<file path="config.mk">
export PLATFORM = sky130hd
export DESIGN_NAME = frame_bank_scheduler_flat
export DESIGN_NICKNAME = d
export VERILOG_FILES = /design/src/rtl/frame_bank_scheduler_pkg.sv /design/src/rtl/frame_bank_scheduler_if.sv /design/src/rtl/frame_bank_scheduler_sat_counter.sv /design/src/rtl/frame_bank_scheduler.sv /design/src/flat_wrapper.sv
export SDC_FILE = /design/constraint.sdc
export NUM_CORES = 1
export LEC_CHECK = 0
export ABC_AREA = 1
export ABC_CLOCK_PERIOD_IN_PS = 2000
export CAP_MARGIN = 20
export CORE_UTILIZATION = 43
export DETAILED_ROUTE_END_ITERATION = 6
export GPL_TIMING_DRIVEN = 0
export PLACE_DENSITY_LB_ADDON = 0.15
export SLEW_MARGIN = 20
export SYNTH_ARGS = -nofsm -noshare
export SYNTH_HDL_FRONTEND = slang
export SYNTH_HIERARCHICAL = 1
export SYNTH_SLANG_ARGS = --single-unit
</file>
<file path="constraint.sdc">
create_clock -name clk_25 -period 2 [get_ports clk_25]
set_clock_uncertainty 0.2 [all_clocks]
set_input_delay 0.4 -clock clk_25 [delete_from_list [all_inputs] [get_ports clk_25]]
set_output_delay 0.4 -clock clk_25 [all_outputs]
set_load 0.02 [all_outputs]
</file>
<file path="src/rtl/frame_bank_scheduler_pkg.sv">
// Shared definitions for the frame-buffer bank scheduler.
//   bank_t              : index of one of the frame RAM banks
//   FRAME_WORDS_DEFAULT : words per bank (320x240 pixels, one 16-bit word each)
//   RST_*_BANK          : bank roles taken out of reset
//   bank_base()         : first RAM word of a bank
package frame_bank_scheduler_pkg;

  localparam int unsigned NUM_BANKS           = 3;
  localparam int unsigned FRAME_WORDS_DEFAULT = 76800;

  typedef logic [$clog2(NUM_BANKS)-1:0] bank_t;

  localparam bank_t RST_WR_BANK    = 2'd0;
  localparam bank_t RST_RD_BANK    = 2'd1;
  localparam bank_t RST_SPARE_BANK = 2'd2;

  function automatic int unsigned bank_base(input bank_t bank, input int unsigned frame_words);
    return {30'd0, bank} * frame_words;
  endfunction

endpackage

</file>
<file path="src/rtl/frame_bank_scheduler_if.sv">
// Capture/VGA side bus of the frame-buffer bank scheduler.
//   master : capture stage and VGA scanner (drive frame markers and pixels)
//   slave  : the scheduler (drives RAM port-A write strobe/address and port-B base)
interface frame_bank_scheduler_if #(
  parameter int ADDR_W = 18
);
  logic              wr_sof;
  logic              wr_eof;
  logic              wr_pix_valid;
  logic [ADDR_W-1:0] wr_pix_addr;
  logic              wr_we;
  logic [ADDR_W-1:0] wr_addr;
  logic              rd_sof;
  logic [ADDR_W-1:0] rd_base;

  modport master (
    output wr_sof, wr_eof, wr_pix_valid, wr_pix_addr, rd_sof,
    input  wr_we, wr_addr, rd_base
  );

  modport slave (
    input  wr_sof, wr_eof, wr_pix_valid, wr_pix_addr, rd_sof,
    output wr_we, wr_addr, rd_base
  );
endinterface

</file>
<file path="src/rtl/frame_bank_scheduler_sat_counter.sv">
// Saturating event counter: holds at all-ones instead of wrapping.
//   clk   : clock
//   clear : synchronous clear (takes priority over inc)
//   inc   : count one event this cycle
//   count : current value
module frame_bank_scheduler_sat_counter #(
  parameter int CNT_W = 16
) (
  input  logic             clk,
  input  logic             clear,
  input  logic             inc,
  output logic [CNT_W-1:0] count
);

  localparam logic [CNT_W-1:0] CNT_MAX = '1;

  function automatic logic [CNT_W-1:0] sat_inc(input logic [CNT_W-1:0] v);
    return (v == CNT_MAX) ? v : v + CNT_W'(1);
  endfunction

  always_ff @(posedge clk) begin
    if (clear)    count <= '0;
    else if (inc) count <= sat_inc(count);
  end

endmodule

</file>
<file path="src/rtl/frame_bank_scheduler.sv">
// Triple-buffer scheduler for the camera frame RAM. One bank is written by capture,
// one is shown by VGA, the third holds the newest complete frame (or is spare), so
// the display never shows a torn frame.
//   clk_25          : single clock
//   rst_n           : synchronous active-low reset
//   bus (slave)     : frame markers / pixels in; port-A we/address and port-B base out
//   wr_bank/rd_bank : bank being written / displayed
//   ready_valid     : spare bank holds a complete frame not yet shown
//   frames_dropped  : complete frames overwritten before display (saturating)
//   frames_repeated : rd_sof with no new frame available (saturating)
module frame_bank_scheduler
  import frame_bank_scheduler_pkg::*;
#(
  parameter int unsigned FRAME_WORDS = FRAME_WORDS_DEFAULT,
  parameter int          ADDR_W      = 18,
  parameter int          CNT_W       = 16
) (
  input  logic                   clk_25,
  input  logic                   rst_n,
  frame_bank_scheduler_if.slave  bus,
  output bank_t                  wr_bank,
  output bank_t                  rd_bank,
  output logic                   ready_valid,
  output logic [CNT_W-1:0]       frames_dropped,
  output logic [CNT_W-1:0]       frames_repeated
);

  bank_t             spare_bank;
  logic              wr_active;
  logic [ADDR_W-1:0] rd_base_q;
  logic [ADDR_W-1:0] wr_base;

  bank_t wr_bank_n, rd_bank_n, spare_bank_n;
  logic  ready_valid_n, wr_active_n;
  logic  drop_inc, repeat_inc;
  logic  eof_hit;

  assign wr_base     = ADDR_W'(bank_base(wr_bank, FRAME_WORDS));
  assign bus.wr_we   = wr_active & bus.wr_pix_valid;
  assign bus.wr_addr = wr_base + bus.wr_pix_addr;
  assign bus.rd_base = rd_base_q;

  // An eof only counts while a frame is open; a stray eof is ignored.
  assign eof_hit = bus.wr_eof & wr_active;

  always_comb begin
    wr_bank_n     = wr_bank;
    rd_bank_n     = rd_bank;
    spare_bank_n  = spare_bank;
    ready_valid_n = ready_valid;
    wr_active_n   = wr_active;
    drop_inc      = 1'b0;
    repeat_inc    = 1'b0;

    if (eof_hit && bus.rd_sof) begin
      // Frame finishing exactly at vblank goes straight to the display.
      rd_bank_n = wr_bank;
      if (ready_valid) begin
        wr_bank_n    = spare_bank;
        spare_bank_n = rd_bank;
        drop_inc     = 1'b1;
      end else begin
        wr_bank_n    = rd_bank;
      end
      ready_valid_n = 1'b0;
      wr_active_n   = 1'b0;
    end else begin
      if (eof_hit) begin
        wr_bank_n     = spare_bank;
        spare_bank_n  = wr_bank;
        ready_valid_n = 1'b1;
        wr_active_n   = 1'b0;
        drop_inc      = ready_valid;
      end
      if (bus.rd_sof) begin
        if (ready_valid) begin
          rd_bank_n     = spare_bank;
          spare_bank_n  = rd_bank;
          ready_valid_n = 1'b0;
        end else begin
          repeat_inc    = 1'b1;
        end
      end
    end

    // sof is applied after eof, so a same-cycle eof+sof closes one frame and opens
    // the next; a sof with the frame still open restarts it in place.
    if (bus.wr_sof) begin
      if (wr_active_n) drop_inc = 1'b1;
      wr_active_n = 1'b1;
    end
  end

  always_ff @(posedge clk_25) begin
    if (!rst_n) begin
      wr_bank     <= RST_WR_BANK;
      rd_bank     <= RST_RD_BANK;
      spare_bank  <= RST_SPARE_BANK;
      ready_valid <= 1'b0;
      wr_active   <= 1'b0;
      rd_base_q   <= ADDR_W'(FRAME_WORDS);
    end else begin
      wr_bank     <= wr_bank_n;
      rd_bank     <= rd_bank_n;
      spare_bank  <= spare_bank_n;
      ready_valid <= ready_valid_n;
      wr_active   <= wr_active_n;
      rd_base_q   <= ADDR_W'(bank_base(rd_bank_n, FRAME_WORDS));
    end
  end

  frame_bank_scheduler_sat_counter #(.CNT_W(CNT_W)) u_drop_cnt (
    .clk   (clk_25),
    .clear (!rst_n),
    .inc   (drop_inc),
    .count (frames_dropped)
  );

  frame_bank_scheduler_sat_counter #(.CNT_W(CNT_W)) u_repeat_cnt (
    .clk   (clk_25),
    .clear (!rst_n),
    .inc   (repeat_inc),
    .count (frames_repeated)
  );

endmodule
</file>
<file path="src/flat_wrapper.sv">
// flat-port wrapper written by rule: the top's interface ports become plain ports
module frame_bank_scheduler_flat import frame_bank_scheduler_pkg::*;
#(
  parameter int unsigned FRAME_WORDS = FRAME_WORDS_DEFAULT,
  parameter int          ADDR_W      = 18,
  parameter int          CNT_W       = 16
)
  (clk_25, rst_n, wr_bank, rd_bank, ready_valid, frames_dropped, frames_repeated, bus_wr_sof, bus_wr_eof, bus_wr_pix_valid, bus_wr_pix_addr, bus_rd_sof, bus_wr_we, bus_wr_addr, bus_rd_base);
  frame_bank_scheduler_if #(.ADDR_W(ADDR_W)) bus_i ();
  input  logic clk_25;
  input  logic rst_n;
  output bank_t wr_bank;
  output bank_t rd_bank;
  output logic ready_valid;
  output logic [CNT_W-1:0] frames_dropped;
  output logic [CNT_W-1:0] frames_repeated;
  input wire logic [$bits(bus_i.wr_sof)-1:0] bus_wr_sof;
  input wire logic [$bits(bus_i.wr_eof)-1:0] bus_wr_eof;
  input wire logic [$bits(bus_i.wr_pix_valid)-1:0] bus_wr_pix_valid;
  input wire logic [$bits(bus_i.wr_pix_addr)-1:0] bus_wr_pix_addr;
  input wire logic [$bits(bus_i.rd_sof)-1:0] bus_rd_sof;
  output wire logic [$bits(bus_i.wr_we)-1:0] bus_wr_we;
  output wire logic [$bits(bus_i.wr_addr)-1:0] bus_wr_addr;
  output wire logic [$bits(bus_i.rd_base)-1:0] bus_rd_base;
  assign bus_i.wr_sof = bus_wr_sof;
  assign bus_i.wr_eof = bus_wr_eof;
  assign bus_i.wr_pix_valid = bus_wr_pix_valid;
  assign bus_i.wr_pix_addr = bus_wr_pix_addr;
  assign bus_i.rd_sof = bus_rd_sof;
  assign bus_wr_we = bus_i.wr_we;
  assign bus_wr_addr = bus_i.wr_addr;
  assign bus_rd_base = bus_i.rd_base;
  frame_bank_scheduler #(.FRAME_WORDS(FRAME_WORDS), .ADDR_W(ADDR_W), .CNT_W(CNT_W)) u_core (.clk_25(clk_25), .rst_n(rst_n), .bus(bus_i), .wr_bank(wr_bank), .rd_bank(rd_bank), .ready_valid(ready_valid), .frames_dropped(frames_dropped), .frames_repeated(frames_repeated));
endmodule
</file>
### After elaboration in Yosys (flattened, before gate mapping)

Index checks and enable logic that the tools add are counted.

| operators by class | value |
|---|---|
| $add $sub $neg | 3 |
| multipliers | 2 |
| eq/ne operators | 3 |
| mux-type cells | 24 |
| bitwise operators | 5 |
| reductions and logical operators | 5 |

Operator list:

| operator | count |
|---|---|
| $add 16x1->16 const B | 2 |
| $eq 16x16->1 const B | 2 |
| $mux 2 | 10 |
| $add 18x18->18 | 1 |
| $mul 2x7->8 const B | 2 |
| $mux 1 | 14 |
| $reduce_and 2->1 | 2 |
| $not 1->1 | 3 |
| $and 1x1->1 | 2 |
| $ne 2x1->1 const B | 1 |
| $reduce_bool 2->1 | 1 |
| $reduce_or 2->1 | 1 |
| $logic_and 1x1->1 | 1 |

| word-level totals | value |
|---|---|
| register bits after elaboration | 58 |
| input bits | 24 |
| output and inout port bits | 74 |
| word-level logic and storage cells | 51 |

### Logic depth before layout (Yosys ltp)

| depth | value |
|---|---|
| depth in word-level cells | 6 |
| mapped depth | 11 |
| mapped depth without buffers | 11 |

### Modules after synthesis

The synthesis kept the hierarchy.

By module, submodules not included:

| module | instances | cells each | area each (um^2) | seq. area each (um^2) |
|---|---|---|---|---|
| frame_bank_scheduler_sat_counter | 2 | 148 | 989.7 | 320.3 |
| frame_bank_scheduler | 1 | 169 | 1,146.1 | 240.2 |

### Least setup slack after synthesis

No wires, ideal clock.

| timing path | value |
|---|---|
| path type | register -> output |
| start point | register u_core.wr_bank[0] |
| end point | output bus_wr_addr[14] |
| arrival | 1.910 ns |
| required time | 1.400 ns |
| slack | -0.510 ns |
| stages on the path, launching flop included | 8 |
| buffers on the path | 0 |
| cells stage by stage | dfxtp_1 > inv_1 > ha_1 > inv_1 > fa_1 > nand3_1 > nand3_1 > xor2_1 |

| on the way | value |
|---|---|
| cells in the longest elaborated chain, start to end | 2 |

RTL lines:

| item | RTL line | text |
|---|---|---|
| from (decl) | frame_bank_scheduler.sv:21 | `output bank_t wr_bank,` |
| from (signal assigned) | frame_bank_scheduler.sv:103 | `wr_bank <= wr_bank_n;` |
| $mul 2x7->8 | frame_bank_scheduler_pkg.sv:18 | `return {30'd0, bank} * frame_words;` |
| $add 18x18->18 | frame_bank_scheduler.sv:40 | `assign bus.wr_addr = wr_base + bus.wr_pix_addr;` |
| to (decl) | flat_wrapper.sv:23 | `output wire logic [$bits(bus_i.wr_addr)-1:0] bus_wr_addr;` |

Every way passes these cells.

### Worst setup path after layout

Ends and elaborated chain as after synthesis.

==> flow_metrics.tcl <==
set metrics [dict create \
    critical_path_class "reg -> out" \
    synth_cells 465 \
    htree_num_levels 2 \
    violations "setup timing" \
    tns_ns -2.82 \
    end_kind "primary output" \
    numPortBuffers 76 \
    synth-compound-area-share 0.0745 \
    drt_iter0_drc 118 \
    ys_seq_area_frac 0.282 \
    fin_area_um2 4440 \
    post-place-ws_ns -0.940 \
    path_clk_slew_ns 0.10 \
    drt_wl_total_um 7400 \
    cp_max_fo 6 \
    cts_tree "built" \
    fin_crit_sh 1.22 \
    grt_usage 0.188 \
    yosys.area_share.simple 0.421 \
    cp-start-kind "register" \
    ir_worst_vdd_uv 342 \
    fin_total_pwr_w 0.00217 \
    use_met2 0.330 \
    synth_top_family_by_area "simple AND/OR/NAND/NOR gates" \
    avgRoutedWirePerCell_um 11.2 \
    final_antenna_net_count 0 \
    final_util 0.643 \
    clock-sinks 44 \
    cts_buffers 5 \
    synth_area_um2 3130 \
    synthAdderAreaFrac 0.0665 \
    switching_share 0.294 \
    grt_pass1_vias 2636 \
    cts_root_buffer "clkbuf_8" \
    grt_setup_unrepaired "yes" \
    clk_latency_ns 0.30 \
    grt-busiest-layer "met2" \
    initial_core_util 0.453 \
    vias 3149 \
    synth_mux_area_frac 0 \
    synth_top_area_share 0.282 \
    gr-total-overflow 0 \
    ios 98 \
    synth_edf_count 0 \
    async_reset_ff_frac 0 \
    synth_cell_types 29 \
    antenna_found_initial 0 \
    use_met1 0.242 \
    min-delay-path-class "in -> reg" \
    worstPathArrival_ns 1.85 \
    synthFlopType "dfxtp_1" \
    row_count 30 \
    synthXorXnorAreaFrac 0.0168 \
    synth_area_leaders "dfxtp_1, nand2_1, nor2_1, nand3_1, ha_1" \
    dp_hpwl_um 5690 \
    clock.fmax_ghz 0.409 \
    postSynthAreaPerCell_um2 6.72 \
    finalWorstSetupSlack_ns -0.447 \
    finalWeightedCongestion 0.888 \
    setup_viol 7 \
    dieArea_um2 7610 \
    die_h_um 87.3 \
    ys_warn_count 6 \
    drv_cap 0 \
    core_um2 6910 \
    drt-pass1-iter-count 4 \
    crit_required_ns 1.40 \
    grt_pass1_wl_um 11500 \
    status "complete, but fails checks" \
    yosys.area.top_type "dfxtp_1" \
    min_period_ns 2.45 \
    seqPwrFrac 0.424 \
    finalHoldViolations 0 \
    dpl-instance-area_um2 4140 \
    viasPerCell 4.76 \
    pwr-share-comb 0.253 \
    p_clk_frac 0.324 \
    nNetsFinal 605 \
    n_antenna_cell 0 \
    p_int_w 0.00153 \
    grt_max_degree 16 \
    cts_buffer_depth 2 \
    ys_ff_latch 44 \
    power_density_nw_per_um2 488 \
    grt_util_met3 0.0284 \
    die_x_um 87.3 \
    p_sw_w 0.000636 \
    postCtsHoldBufs 0 \
    p_leak_nw 2.25 \
    slew_violations 0 \
    drive_gt1_frac 0.230 \
    drc 0 \
    area_growth_pct 42.0 \
    final.fill_count 640 \
]
[flip-flops by register name, summed over array words and instances, names as in the netlist]
register,cells
u_core/rd_bank,2
u_core/u_drop_cnt/count,16
u_core/u_repeat_cnt/count,16
u_core/ready_valid,1
u_core/wr_bank,2
u_core/bus.rd_base,4
u_core/wr_active,1
u_core/spare_bank,2
[metrics by stage]
| stage | std cells | hold slack, ns |
|---|---|---|
| after global placement | 646 | 0.283 |
| after global routing | 662 | 0.166 |
| after CTS | 660 | 0.155 |
| after floorplan | 474 | 0.257 |
| after detailed placement | 646 | 0.291 |
| final | 662 | 0.165 |
[logic make-up (layout without fill, tap and decap cells)]
kind of cell | Yosys count | after routing
fa+ha+maj | 16 | 16
other cells | 1 | 10
buf+inv | 83 | 175
simple gates | 272 | 272
compound gates | 43 | 43
flops | 44 | 44
xor+xnor | 6 | 6
[final cells by class]
class	count	area, µm²	share of cell area
multi-input cells	347	2040	0.460
clock buffers	5	68.8	0.0155
flip-flops and latches	44	890	0.200
clock inverters	3	46.3	0.0104
inverters	54	203	0.0457
well taps	96	120	0.0271
plain buffers	29	230	0.0519
repair buffers	84	838	0.189
[per-layer routing]
metal,routed length (µm),share of wire
met5,0,0
met4,30,0.0041
met3,351,0.047
met2,3600,0.49
met1,3410,0.46
[path summary, 6_finish.rpt]
check,start,slack (ns),cells past startpoint,to
max,u_core/wr_bank[0],-0.45,8,bus_wr_addr[14]
min,rst_n,0.16,2,u_core/bus.rd_base[11]
max reg2reg,u_core/u_drop_cnt/count[0],0.22,7,u_core/u_drop_cnt/count[14]
min reg2reg,u_core/spare_bank[0],0.30,2,u_core/wr_bank[0]
[critical path, stage by stage, from the launching register on]
cell     delay [ns]
dfxtp_4        0.39
inv_2          0.05
ha_4           0.25
inv_2          0.04
fa_2           0.37
nand3_2        0.10
nand3_4        0.08
xor2_4         0.15
buf_6          0.13
[placed cells by master (no fill, tap or decap), types with 2 or more instances in the layout]
master           count
a21oi_1             26
a21oi_2              2
buf_4               34
buf_6                9
clkbuf_8             5
clkdlybuf4s50_1     42
conb_1              10
dfxtp_1             41
dfxtp_4              2
dlygate4sd2_1       13
dlymetal6s2s_1      13
ha_1                 9
ha_4                 6
inv_1               45
inv_2                9
nand2_1            111
nand2_2             15
nand2_4              4
nand3_1             38
nand3_2              2
nand3b_1             2
nand4_1              6
nand4_4              2
nor2_1              64
nor2_2               9
nor2_4              15
nor2_8               2
o21ai_0             10
o21ai_2              3
xnor2_1              2
xor2_1               2
[timing repair]
action                                  CTS  global route
cloned                                    0             0
endpoints found under the hold margin     0             0
resized for setup                        76            15
setup buffers                             6             2
endpoints found under the setup margin   48            27
pin swaps                                 9             1
[cell usage after synthesis (3+ instances only)]
cell,number
o21ai_0,10
xor2_1,4
nand2_1,119
inv_1,48
nand2_2,9
nand3_1,41
a21oi_1,27
dfxtp_1,44
nor2_2,9
ha_1,15
nor2_1,67
nor2_4,12
inv_2,6
o21ai_2,3
nand4_1,6
buf_6,4
buf_4,24
[power by group through the flow]
stage / Combinational [W] / Clock (W) / Sequential, W
3_3_place_gp: 0.000498 / 0 / 0.000940
2_1_floorplan: 0.000315 / 0 / 0.000953
5_1_grt: 0.000593 / 0.000756 / 0.000921
3_5_place_dp: 0.000506 / 0 / 0.000940
6_report: 0.000548 / 0.000701 / 0.000918
4_1_cts: 0.000540 / 0.000733 / 0.000918
Power figures use the tool's default switching activity.
